==> config.mk <==
export PLATFORM = sky130hd
export DESIGN_NAME = branch_resolve_bp
export DESIGN_NICKNAME = d
export VERILOG_FILES = /design/src/rtl/branch_resolve_bp.sv
export SDC_FILE = /design/constraint.sdc
export NUM_CORES = 1
export LEC_CHECK = 0
export ABC_AREA = 1
export CAP_MARGIN = 20
export CORE_MARGIN = 3
export CORE_UTILIZATION = 40
export DETAILED_ROUTE_END_ITERATION = 10
export PLACE_DENSITY = 0.74
export SYNTH_ARGS = -nofsm -noshare
export SYNTH_HDL_FRONTEND = slang
export SYNTH_SLANG_ARGS = --single-unit
==> constraint.sdc <==
create_clock -name clock -period 3.7 [get_ports clock]
set_clock_uncertainty 0.1 [all_clocks]
set_input_delay 1.11 -clock clock [delete_from_list [all_inputs] [get_ports clock]]
set_output_delay 1.11 -clock clock [all_outputs]
set_load 0.005 [all_outputs]
==> src/rtl/branch_resolve_bp.sv <==
// Execute-stage branch resolver with a 2-bit saturating BHT and a held mispredict redirect.
// Optional statistics counters are built only when BP_STATS_EN is defined.
module branch_resolve_bp #(
   parameter int BHT_ENTRIES = 16,
   parameter int BHT_IDX_W   = 4
) (
   input  logic        clock,
   input  logic        reset,
   input  logic        br_valid,
   output logic        br_ready,
   input  logic [1:0]  br_type,
   input  logic [1:0]  comp_result,
   input  logic [31:0] br_pc,
   input  logic [31:0] br_imm,
   input  logic        pred_taken_in,
   input  logic [31:0] fetch_pc,
   output logic        fetch_pred_taken,
   output logic        redirect_valid,
   input  logic        redirect_ready,
   output logic [31:0] redirect_pc,
   output logic [31:0] br_count,
   output logic [31:0] mispredict_count
);

   typedef enum logic [0:0] {
      ST_IDLE     = 1'b0,
      ST_REDIRECT = 1'b1
   } state_e;

   state_e                 state_q;
   logic [31:0]            redirect_pc_q;
   logic [1:0]             bht_q [BHT_ENTRIES];
   logic [1:0]             bht_entry_d;
   logic                   accept_s;
   logic                   taken_s;
   logic                   mispredict_s;
   logic [31:0]            target_s;
   logic [31:0]            fall_s;
   logic [31:0]            correct_pc_s;
   logic [BHT_IDX_W-1:0]   br_idx_s;
   logic [BHT_IDX_W-1:0]   fetch_idx_s;
   logic                   unused_fetch_s;

   // Comparator code 3 is invalid and never yields a taken branch.
   function automatic logic resolve_taken(input logic [1:0] typ, input logic [1:0] cmp);
      logic t;
      t = 1'b0;
      if (cmp == 2'd3) begin
         t = 1'b0;
      end else begin
         case (typ)
            2'b00:   t = (cmp != 2'd0);
            2'b01:   t = (cmp == 2'd1);
            2'b10:   t = (cmp == 2'd2);
            2'b11:   t = (cmp == 2'd0);
            default: t = 1'b0;
         endcase
      end
      return t;
   endfunction

   function automatic logic [1:0] sat_update(input logic [1:0] ctr, input logic up);
      logic [1:0] r;
      r = ctr;
      if (up) begin
         r = (ctr == 2'b11) ? 2'b11 : ctr + 2'd1;
      end else begin
         r = (ctr == 2'b00) ? 2'b00 : ctr - 2'd1;
      end
      return r;
   endfunction

   assign br_idx_s         = br_pc[BHT_IDX_W-1:0];
   assign fetch_idx_s      = fetch_pc[BHT_IDX_W-1:0];
   assign unused_fetch_s   = ^fetch_pc[31:BHT_IDX_W];
   assign br_ready         = (state_q == ST_IDLE) | redirect_ready;
   assign accept_s         = br_valid & br_ready;
   assign redirect_valid   = (state_q == ST_REDIRECT);
   assign redirect_pc      = redirect_pc_q;
   assign fetch_pred_taken = bht_q[fetch_idx_s][1];

   // Branch outcome, corrected PC and the updated counter for the resolving entry.
   always_comb begin
      taken_s      = 1'b0;
      mispredict_s = 1'b0;
      bht_entry_d  = bht_q[br_idx_s];
      fall_s       = br_pc + 32'd1;
      target_s     = br_pc + 32'd1 + br_imm;
      taken_s      = resolve_taken(br_type, comp_result);
      mispredict_s = (taken_s != pred_taken_in);
      correct_pc_s = taken_s ? target_s : fall_s;
      bht_entry_d  = sat_update(bht_q[br_idx_s], taken_s);
   end

   // Redirect FSM; a mispredicted accept in REDIRECT implies the old redirect handed off this edge.
   always_ff @(posedge clock or posedge reset) begin
      if (reset) begin
         state_q       <= ST_IDLE;
         redirect_pc_q <= 32'd0;
      end else begin
         case (state_q)
            ST_IDLE: begin
               if (accept_s && mispredict_s) begin
                  state_q       <= ST_REDIRECT;
                  redirect_pc_q <= correct_pc_s;
               end else begin
                  state_q <= ST_IDLE;
               end
            end
            ST_REDIRECT: begin
               if (accept_s && mispredict_s) begin
                  state_q       <= ST_REDIRECT;
                  redirect_pc_q <= correct_pc_s;
               end else if (accept_s || redirect_ready) begin
                  state_q <= ST_IDLE;
               end else begin
                  state_q <= ST_REDIRECT;
               end
            end
            default: begin
               state_q <= ST_IDLE;
            end
         endcase
      end
   end

   // Branch history table; fetch reads the registered value, so a same-cycle update is seen next cycle.
   always_ff @(posedge clock or posedge reset) begin
      if (reset) begin
         for (int i = 0; i < BHT_ENTRIES; i++) begin
            bht_q[i] <= 2'b01;
         end
      end else if (accept_s) begin
         bht_q[br_idx_s] <= bht_entry_d;
      end
   end

`ifdef BP_STATS_EN
   logic [31:0] br_count_q;
   logic [31:0] mispredict_count_q;

   // Resolved-branch and mispredict statistics, free-running with wrap.
   always_ff @(posedge clock or posedge reset) begin
      if (reset) begin
         br_count_q         <= 32'd0;
         mispredict_count_q <= 32'd0;
      end else if (accept_s) begin
         br_count_q <= br_count_q + 32'd1;
         if (mispredict_s) begin
            mispredict_count_q <= mispredict_count_q + 32'd1;
         end
      end
   end

   assign br_count         = br_count_q;
   assign mispredict_count = mispredict_count_q;
`else
   assign br_count         = 32'd0;
   assign mispredict_count = 32'd0;
`endif

endmodule

==> impl.org, run 1 <==
** STA
- Clock period minus final worst setup slack :: between 3000 and 4000 ps
- At the pin with the least slew margin, the transition time is just over 700 ps.
- The final hold violation count came to 0.
- In this run the tightest slew margin relative to its limit is around 52%.
- Setup violations remaining at the end of the flow were counted as 0.
- Peak Freq :: 276 MHz
- Period utilization :: between 90 and 100%
- The final number of max-transition violations came to 0.

** Floorplanning
- Row generation in the floorplan step produced 48 rows.
- Height of the die :: around 140 um
- After floorplanning, the core was sized to cover roughly 18000 um^2.
- I/O pin count :: ~200
- From left edge to right edge, the die measures 141 um.
- Starting density of the core :: around 41%
- The floorplan step defined a die boundary enclosing approximately 20000 um^2.

** Synthesis
- Post-Synthesis Mean Instance Area :: 6.05 um^2
- After synthesis the netlist holds a flip-flop and latch count of 65.
- Synthesized netlist cell count :: about 1200
- Sequential elements use between 20% and 30% of the synthesized area.
- Number of distinct library cells after synthesis :: 39
- Count of warnings emitted by yosys :: 0
- Post-synthesis instance area :: between 7000 and 8000 um^2
- Number of enable flip-flop cells after synthesis :: 0
- Counting flops with an async set or reset pin after synthesis yields a share of 100%.
- The most used flip-flop cell after synthesis is dfrtp_1.

** Worst hold path
- Number of instances on the worst hold path :: 2
- In this run the worst hold path is classified as reg -> reg.

** Worst setup path
- Of all nets on the critical path, the largest fanout is 12.
- Highest-delay cell along the critical path :: ha_1
- The number of cells on the worst reg-to-reg path is 11.
- For the worst setup path, the data required time is roughly 3900 ps.
- Cells traversed along the worst timing path :: clkbuf_2 > buf_8 > inv_2 > nor2_4 > nand2_4 > buf_4 > nor2_1 > xnor2_1 > inv_1 > ha_1 > nand2_2 > nor2_1 > nand3_1 > nand3b_1 > buf_4 > xor2_1 > nand2_1 > a21oi_1
- The worst setup path is captured at a flip-flop.
- Critical path depth in cells :: 18
- Among cell families on the critical path, the largest total delay comes from simple AND/OR/NAND/NOR gates.
- The critical path contains buffers and inverters numbering 6 combined.
- At the worst endpoint, the arrival time is ~3800 ps.
- Start-to-end type of the worst setup path :: in -> reg
- Max incr delay on CP :: around 420 ps
- STA classifies the critical path startpoint as a primary input.

** Placement
- At the end of routability-driven placement, the weighted congestion stood at between 0.9 and 1.
- In this run the tool buffered the top-level ports with roughly 110 buffer cells.
- Once detailed placement completed, the half-perimeter wirelength came to ~19 mm.
- Placed inst area :: between 9000 and 10000 um^2

** CTS
- TritonCTS built the clock tree.
- After clock tree synthesis, the clock-pin slew on the worst setup and hold paths is around 70 ps.
- The tree is rooted in a clkbuf_16.
- Clock network latency to the later pin of the worst-skew pair :: between 300 and 400 ps
- Total clock buffers created by CTS :: 9
- CTS saw between 60 and 70 sinks.
- Maximum clock path buffer count :: 2
- In this run the number of H-tree levels came out at 3.

** Drt
- Number of remaining DRC errors :: 0
- Number of vias after detailed routing :: a little over 8000
- In this run, the number of DRC markers left after iteration 0 of detailed routing was 632.
- Post-Route WL :: ~25 mm
- Residual antenna-violating net count after detailed routing :: 0
- Dividing the detail-routed wire length by the instance count gives 14.7 um.
- After detailed routing, the number of vias per cell comes to 4.89.
- The first detailed-routing pass took 5 iterations.

** GRT
- Global-route wire length before repair :: ~39 mm
- Across every metal layer, demand over resource in global routing totals between 20% and 30%.
- Number of global-route vias before repair :: around 7700
- Entering global routing, the biggest net connects 34 pins.
- Number of antenna violations at the first check in global routing :: 1
- Overflow left after global routing :: 0

** Final layout
- Post-route design area :: just over 10000 um^2
- Share of final-layout standard cells stronger than drive strength 1 :: between 20 and 25%
- For this run, the share of the core covered by cells in the final layout is about three fifths.
- Compared with the post-synthesis result, the final layout area differs by 42.9%.
- The final layout contains about 1600 nets.

** Power and ir drop
- P per Cell Area :: about 330 nW/um^2
- VDD sags by at most ~0.26 mV.
- Leakage power of the design :: approximately 5.5 nW

** Run
- Max_cap viols :: 0

** Outcome
- The run finished with clean final reports.
-- area by class of cell --
type | instances | area, um^2
multi-input cells | 936 | 5100
diodes | 1 | 2.50
inverters | 180 | 676
repair buffers | 275 | 2370
flip-flops and latches | 65 | 1650
clock inverters | 7 | 78.8
fillers | 1597 | 7150
clock buffers | 9 | 225
well taps | 225 | 282
-- synth_stat cells, types with 2 or more instances --
| library cell | count | share of area (%) |
|---|---|---|
| o21ai_1 | 25 | 1.7 |
| a31oi_1 | 2 | 0.17 |
| o21bai_1 | 8 | 0.83 |
| nor3_1 | 14 | 0.96 |
| o211ai_1 | 5 | 0.52 |
| nand4_1 | 14 | 1.2 |
| buf_4 | 67 | 6.9 |
| nand2_2 | 6 | 0.52 |
| inv_1 | 173 | 8.9 |
| nand3_1 | 50 | 3.4 |
| dfstp_2 | 16 | 5.8 |
| xor2_1 | 19 | 2.3 |
| nand2_4 | 2 | 0.31 |
| o21ai_0 | 37 | 2.5 |
| xnor2_1 | 14 | 1.7 |
| nor2_2 | 6 | 0.52 |
| nand3b_1 | 2 | 0.21 |
| o21ai_2 | 12 | 1.4 |
| a21oi_1 | 58 | 4.0 |
| dfrtp_1 | 49 | 17 |
| clkbuf_1 | 7 | 0.36 |
| nor2_4 | 2 | 0.31 |
| and2_1 | 2 | 0.17 |
| inv_2 | 7 | 0.36 |
| buf_6 | 2 | 0.31 |
| nand2_1 | 424 | 22 |
| nor2_1 | 116 | 6.0 |
| ha_1 | 45 | 7.7 |
| buf_2 | 8 | 0.55 |
-- worst register-to-register path, cell delays in order, from the launching register on --
cell and delay, ps:
dfstp_2 530, nor2_1 40, nor2_1 120, o21ai_1 80
nand2_1 70, nand2_1 80, nand2_1 90, inv_2 40
nand2_2 100, nand2_1 70, nand2_2 350, o21ai_0 150
-- routing by layer --
layer | GRT usage [%] | share of wire (%) | vias up
li1 | - | - | 4142
met1 | 32.4 | 43 | 3757
met2 | 40.1 | 46 | 345
met3 | 3.93 | 7.2 | 55
met4 | 7.90 | 3.1 | 0
met5 | 0 | 0 | -
-- registers in the layout (all words and copies together), names as in the netlist --
register,cells
bht_q,32
redirect_valid,1
redirect_pc,32
-- cell families after synthesis --
group	count (synthesis)	synth area share [%]
fa+ha+maj	46	8.02
compound gates	151	11.8
buf+inv	264	17.4
xor+xnor	33	3.98
simple gates	642	36.1
other cells	1	0.0516
flops	65	22.7
-- power by group --
part,switching [mW],leakage [nW],internal [mW]
Combinational,0.767,4.59,0.708
Clock,0.379,0.150,0.529
Sequential,0.124,0.781,0.923
Total,1.27,5.52,2.16
-- metrics by stage --
stage | setup TNS [ps] | hold slack, ps | instances | worst slack (ps) | power, mW
4_1_cts | 0 | 381 | 1691 | 4.49 | 3.37
3_5_place_dp | -18110 | 369 | 1671 | -780 | 2.42
5_1_grt | -204 | 396 | 1698 | -47.9 | 3.63
3_3_place_gp | -17040 | 360 | 1671 | -733 | 2.39
6_report | 0 | 381 | 1698 | 70.9 | 3.43
2_1_floorplan | 0 | 349 | 1265 | 294 | 1.78
-- cell usage in the layout, fill, tap and decap left out, drive strengths merged, types with 2 or more instances in the layout --
cell type / count
a21oi: 59
a31oi: 2
and2: 2
buf: 163
clkbuf: 25
clkdlybuf4s50: 82
clkinv: 4
conb: 64
dfrtp: 49
dfstp: 16
dlymetal6s2s: 12
ha: 45
inv: 182
nand2: 432
nand3: 50
nand3b: 2
nand4: 14
nor2: 125
nor3: 14
o211ai: 5
o21ai: 75
o21bai: 8
xnor2: 14
xor2: 19
-- path summary, 6_finish.rpt --
check | from | to | slack [ps]
worst max-delay path | br_pc[0] | redirect_pc[12] | 70
worst min-delay path | bht_q[8] | bht_q[8] | 380
worst max register to register | bht_q[30] | bht_q[28] | 1790
worst min register to register | bht_q[8] | bht_q[8] | 380
max in group asynchronous | reset | redirect_pc[17] | 1740
min in group asynchronous | reset | bht_q[17] | 1100
-- repair_timing --
item,CTS,global route
setup endpoints to repair,27,25
resized for setup,67,121
gates cloned,1,1
hold buffers,0,0
pin swaps,10,28
setup buffers,3,5
(Power assumes the default switching activity.)
==> run 2, diff against run 1 <==
--- a/config.mk
+++ b/config.mk
@@ -10,6 +10,7 @@
 export CORE_MARGIN = 3
 export CORE_UTILIZATION = 40
 export DETAILED_ROUTE_END_ITERATION = 10
+export GPL_ROUTABILITY_DRIVEN = 0
 export PLACE_DENSITY = 0.74
 export SYNTH_ARGS = -nofsm -noshare
 export SYNTH_HDL_FRONTEND = slang
==> impl.org, run 2 (same netlist as run 1, synthesis figures left out) <==
** Outcome
- Status :: finished, final reports clean

** Worst setup path
- Setup crit start kind :: primary input
- Start-to-end type of the worst setup path :: in -> reg
- Worst flop-to-flop path startpoint :: bht_q[13]
- In this run the worst setup path begins at br_pc[4].
- For the worst setup path, the data arrival time is around 3700 ps.
- Sort of element at the end of the critical path :: flip-flop
- Largest fanout of any net on the critical path :: 5
- STA puts the critical path data required time at between 3000 and 4000 ps.

** Worst hold path
- The worst hold path begins at redirect_pc[3].
- Class of the tightest hold or removal check :: reg -> reg

** Power and ir drop
- Summed over all cells, the static leakage comes to 5.40 nW.
- Internal power comes to ~2.2 mW.
- Power spread over the standard cell area amounts to 328 nW/um^2.
- Combinational cells account for a little over two fifths of the total power.
- Summed over all nets, the switching power comes to between 1 and 1.5 mW.
- Part of the power in the clock network :: between 20% and 30%
- Of the total power, registers draw between 30% and 40%.
- IR drop worst, VDD :: around 0.29 mV
- Of the total power, the share spent switching nets is 36.4%.

** Final layout
- Area growth syn-to-layout :: 42.0%
- The final layout contains ~1600 nets.
- Final std cells w/o fill :: approximately 1700
- Leaving out fill and tap cells, the most frequent cells in the layout are 391 x nand2_1, 164 x inv_1, 132 x buf_4, 91 x nor2_1, 86 x clkdlybuf4s50_1.
- The post-route netlist has between 20% and 30% of its cells at a drive strength greater than 1.
- Most common cell after layout, fill and taps aside :: nand2_1
- Number of filler cells placed in the layout :: 1583

** CTS
- TritonCTS built the clock tree.
- Clock tree root buffer cell :: clkbuf_16
- For this design, the sink count on the clock tree is 65.
- The H-tree generated during clock tree synthesis spans 3 levels.
- Maximum clock path buffer count :: 2
- Quantity of hold-fixing buffers added after cts :: 0
- After clock tree synthesis, the clock-pin slew on the worst setup and hold paths is 60 ps.
- Clock network latency to the later pin of the worst-skew pair :: roughly 340 ps
- In this run, CTS created clock tree buffers numbering 9.

** Drt
- Post-Route WL :: 24.1 mm
- Dividing the detail-routed wire length by the instance count gives about 14 um.
- Number of remaining DRC errors :: 0
- For this block, the initial DRC count from the detailed router was between 600 and 700.
- Across all layers, the routed design uses just over 8000 vias.
- Residual antenna-violating net count after detailed routing :: 0
- Router iterations before antenna repair :: 6
- In the routed layout, each cell is associated on average with a via count of 4.88.

** GRT
- The global routing stage identified its most utilized layer as met2.
- The initial antenna violation count is 1.
- Entering global routing, the biggest net connects between 40 and 50 pins.
- Global routing usage on met3 :: 4.55%
- Global-route wire length before repair :: 36.4 mm
- Across every metal layer, demand over resource in global routing totals between 20% and 30%.
- The via count of the first global-routing pass came to 7432.
- M2 GR Usage :: 38.0%
- Overflow left after global routing :: 0
- Routing usage on met1 :: between 20 and 30%

** STA
- Timing would allow up to around 280 MHz.
- At the pin with the least slew margin, the transition time is between 700 and 800 ps.
- Final-report setup violation count :: 0
- Adding up every negative setup slack in the final design gives 0 ps.
- The final hold violation count came to 0.
- After layout, the minimum clock period comes to roughly 3600 ps.
- Setup repair after global routing could not meet its margin everywhere.
- Worst slew margin relative to its limit :: a little over half
- Final-report max-slew violation count :: 0
- On the final layout, the worst hold slack is 378 ps.
- Of the available clock period, the critical path in the final layout requires 96.6%.

** Placement
- Including well taps, the total number of placed cells is 1651.
- Detailed Place HPWL :: 18.2 mm
- During placement, the flow inserted port buffers numbering between 100 and 150.

** Floorplanning
- Height of the die :: roughly 140 um
- The floorplan step defined a die boundary enclosing a little under 20000 um^2.
- The floorplan has 48 rows.
- I/O pin count :: 204
- Measured along the x axis, the die boundary spans 141 um.
- Starting density of the core :: approximately two fifths
- After floorplanning, the core was sized to cover ~18000 um^2.

** Run
- Max_cap viols :: 0
==> run 2: critical path, stage by stage <==
cell and delay (ps):
dlygate4sd2_1 250, inv_1 100, nor3_4 280, nand2_2 130
nor2_4 140, or2_2 120, nand2_1 60, inv_1 90
ha_2 310, nand2_2 130, inv_1 50, nand2_1 60
nand2_1 110, a21oi_2 140, nand2_2 100, nand2_1 80
nand2_1 100, nand2_1 80, nand2_1 40, o21ai_0 140
nand2_1 60
==> run 2: final timing paths <==
| check | to | slack, ps | cells past startpoint |
|---|---|---|---|
| worst max-delay path | redirect_pc[21] | 130 | 21 |
| worst min-delay path | redirect_pc[3] | 380 | 2 |
| worst max register to register | bht_q[30] | 1810 | 10 |
| worst min register to register | redirect_pc[3] | 380 | 2 |
| max in group asynchronous | redirect_pc[17] | 1720 | 3 |
| min in group asynchronous | bht_q[23] | 1110 | 2 |
==> run 2: what timing repair did <==
| action | 4_1_cts | 5_1_grt |
|---|---|---|
| setup buffers | 4 | 1 |
| gates resized for setup | 85 | 105 |
| pin swaps | 15 | 17 |
| endpoints found under the setup margin | 26 | 23 |
==> run 2: power groups by stage <==
stage | Combinational (mW) | Sequential (mW) | Clock, mW
2_1_floorplan | 0.750 | 1.03 | 0
3_3_place_gp | 1.31 | 1.04 | 0
3_5_place_dp | 1.34 | 1.05 | 0
4_1_cts | 1.39 | 1.04 | 0.896
5_1_grt | 1.61 | 1.07 | 0.928
6_report | 1.46 | 1.04 | 0.890
==> run 2: through the flow <==
| stage | instance area, um^2 | worst slack [ps] | utilization, % | total power [mW] |
|---|---|---|---|---|
| 6_report | 10300 | 126 | 58.9 | 3.39 |
| 5_1_grt | 10300 | -70.5 | 58.9 | 3.60 |
| 4_1_cts | 10000 | 3.33 | 57.1 | 3.33 |
| 3_5_place_dp | 9360 | -725 | 53.4 | 2.38 |
| 3_3_place_gp | 9360 | -722 | 53.4 | 2.36 |
| 2_1_floorplan | 7500 | 294 | - | 1.78 |
==> run 2: routing by layer <==
layer	routed length [um]	part of all wire, %	vias to the layer above
li1	-	-	4086
met1	10300	43	3683
met2	11200	47	345
met3	1750	7.3	56
met4	773	3.2	0
met5	0	0	-
==> run 2: layout make-up <==
class	instances	area, um^2	area share [%]
Clock inverter	6	65.1	0.630
Multi-Input combinational cell	936	5220	50.5
Timing Repair Buffer	250	2200	21.3
Tap cell	225	282	2.73
Inverter	180	676	6.54
Antenna cell	1	2.50	0.0242
Sequential cell	65	1650	15.9
Clock buffer	10	239	2.31
==> run 3, diff against run 2 <==
--- a/config.mk
+++ b/config.mk
@@ -6,12 +6,13 @@
 export NUM_CORES = 1
 export LEC_CHECK = 0
 export ABC_AREA = 1
-export CAP_MARGIN = 20
+export CAP_MARGIN = 30
 export CORE_MARGIN = 3
 export CORE_UTILIZATION = 40
 export DETAILED_ROUTE_END_ITERATION = 10
+export DONT_BUFFER_PORTS = 1
 export GPL_ROUTABILITY_DRIVEN = 0
-export PLACE_DENSITY = 0.74
+export PLACE_DENSITY = 0.59
 export SYNTH_ARGS = -nofsm -noshare
 export SYNTH_HDL_FRONTEND = slang
 export SYNTH_SLANG_ARGS = --single-unit
==> impl.org, run 3 (same netlist as run 1, synthesis figures left out) <==
** STA
- On the final layout, the worst hold slack is roughly 380 ps.
- Setup violations remaining at the end of the flow were counted as 0.
- Clock period minus final worst setup slack :: about 3500 ps
- Least-Margin Pin Slew :: roughly 860 ps
- The final critical path takes up a little over nine tenths of the cycle.
- The worst pin sits at a relative slew slack of 42.9%.
- Crit path setup slack, layout :: between 150 and 200 ps
- The final hold violation count came to 0.
- Timing would allow up to approximately 280 MHz.
- The final number of max-transition violations is 0.

** Placement
- Detailed placement ended at an HPWL of 18.0 mm.
- At the placement stage, the worst setup path has a slack of -207 ps.
- Placed inst area :: 7790 um^2
- Port buffering added 0 buffers.

** Worst setup path
- In this design, the critical path's most frequently occurring cell is nand2_1.
- STA classifies the critical path startpoint as a primary input.
- In this run the worst path has a maximum fanout of 24.
- Required time at the worst-slack endpoint :: 3890 ps
- Data on the critical path arrives at its endpoint at about 3700 ps.
- Cells traversed along the worst timing path :: ha_1 > inv_1 > nor2_2 > inv_1 > nor2_2 > nand2_1 > xor2_1 > inv_1 > ha_1 > nand2_1 > nor3_1 > nand2_1 > nor2_1 > nand2_1 > nand2_1 > nand2_1 > nand3_1 > nand2_1 > nand2_1
- WP buf/inv :: 3
- Among all stages on the critical path, the largest delay is contributed by ha_1.
- The worst setup path is captured at a flip-flop.
- In this design, the largest share of critical-path delay is due to simple AND/OR/NAND/NOR gates.
- Max incr delay on CP :: ~340 ps
- Start-to-end type of the worst setup path :: in -> reg

** Drt
- Residual antenna-violating net count after detailed routing :: 0
- In the routed design, unresolved DRC markers number 0.
- After detailed routing, the total wire length is around 22 mm.
- Total met3 wirelength after detailed routing :: between 1.5 and 2 mm
- Met2 wire len :: 9.71 mm
- Detailed-routing wirelength on met1 :: 10.3 mm
- After detailed routing, no signal wire sits above met4.
- Dividing the detail-routed via count by the number of cells gives 4.77.
- Dividing the detail-routed wire length by the instance count gives roughly 15 um.
- In this run, the number of DRC markers left after iteration 0 of detailed routing was around 480.
- Number of vias after detailed routing :: 7162
- The first detailed-routing pass ran for 5 iterations.

** CTS
- # clock sinks :: 65
- Clock tree from TritonCTS :: yes
- TritonCTS created 9 clock buffers.
- Level count of the clock H-tree :: 3
- In this run the clock root is driven by a clkbuf_16.
- Clock edge transition at the registers on the reported setup and hold paths :: 60 ps
- In this run the deepest clock path goes through 2 buffers.
- At the later pin of the worst-skew pair, clock insertion delay measures 350 ps.
- Post CTS Setup Buffer Count :: 0

** Worst hold path
- Class of the tightest hold or removal check :: in -> async

** Final layout
- The repair_antennas step left the layout with diodes totalling 0.
- Compared with the post-synthesis result, the final layout area differs by 11.7%.
- In the layout the commonest cells are 421 x nand2_1, 172 x inv_1, 111 x nor2_1, 79 x buf_4, 64 x conb_1.
- Final Util :: around 46%
- Area of the multi-input gates :: ~4600 um^2
- Most common cell after layout, fill and taps aside :: nand2_1
- After filler insertion, the fill cell instance count of the layout stands at between 1500 and 2000.
- Flip-flop and latch area :: roughly 1600 um^2
- Once layout is done, the placed cells without fillers occupy 8120 um^2.
- Share of final-layout standard cells stronger than drive strength 1 :: between 10% and 20%
- Number of nets at the end of the flow :: about 1400

** Outcome
- Status :: finished, final reports clean

** Floorplanning
- I/O pin count :: about 200
- The die is approximately 140 um wide.
- For this configuration, the core starts out at a cell density of about two fifths.
- Die footprint :: just under 20000 um^2
- Placeable Area :: around 18000 um^2
- Height of the die :: 141 um
- The floorplan has 48 rows.

** Power and ir drop
- Leakage power of the design :: about 4.5 nW
- IR drop worst, VDD :: around 0.25 mV
- In this run the power density over the cells is between 300 and 400 nW/um^2.

** GRT
- The via count of the first global-routing pass came to between 6000 and 7000.
- Global-route wire length before repair :: 34.5 mm
- The initial antenna violation count is 0.
- Summed over all layers, the global routing overflow is 0.
- Entering global routing, the biggest net connects 65 pins.
- Global routing used 22.2% of the available tracks.

** Run
- Max_cap viols :: 0
run 3: cell count changes in the layout (fill, tap and decap cells not counted), moves of 12 or more:
cell / delta
nor2_4: -12
clkdlybuf4s50_1: -86
a21oi_1: +12
buf_4: -53
ha_1: +19
nor2_1: +20
nand2_2: -29
nand2_1: +30
ha_4: -16
run 3: area by class of cell:
cell class              instances  area share, %
multi-input cells             936           57.1
flip-flops and latches         65           20.3
inverters                     180           8.32
repair buffers                 79           7.31
well taps                     225           3.47
clock buffers                  11           2.87
clock inverters                 5          0.694
run 3: worst paths after layout:
check / startpoint / end / slack (ps) / cells after the start
min: reset / redirect_valid / 380 / 1
max reg2reg: redirect_valid / redirect_pc[19] / 1680 / 10
min reg2reg: bht_q[10] / bht_q[10] / 380 / 2
max: br_pc[0] / redirect_pc[31] / 190 / 19
max in group asynchronous: reset / redirect_pc[23] / 2100 / 2
min in group clock: bht_q[10] / bht_q[10] / 380 / 2
run 3: repair_timing:
item                       CTS  global route
resized for setup            0            15
hold buffers                 0             0
setup endpoints to repair    0            14
run 3: where the power goes:
group | switching, mW | total (mW) | internal [mW]
clock network | 0.349 | 0.870 | 0.521
logic | 0.587 | 0.964 | 0.376
registers | 0.137 | 1.06 | 0.923
total | 1.07 | 2.89 | 1.82
run 3: routing by layer:
layer  global-route usage [%]  vias up
met5                        0        -
met4                     5.10        0
met3                     7.06       18
met2                     34.6      220
met1                     30.2     3165
li1                         -     3759
run 3: per-stage QoR:
| stage | setup TNS, ps | total power [mW] | instances |
|---|---|---|---|
| after floorplan | 0 | 1.78 | 1265 |
| after global placement | -1620 | 2.01 | 1485 |
| after detailed placement | -1990 | 2.03 | 1485 |
| after CTS | 0 | 2.91 | 1501 |
| after global routing | -107 | 3.12 | 1501 |
| final | 0 | 2.89 | 1501 |
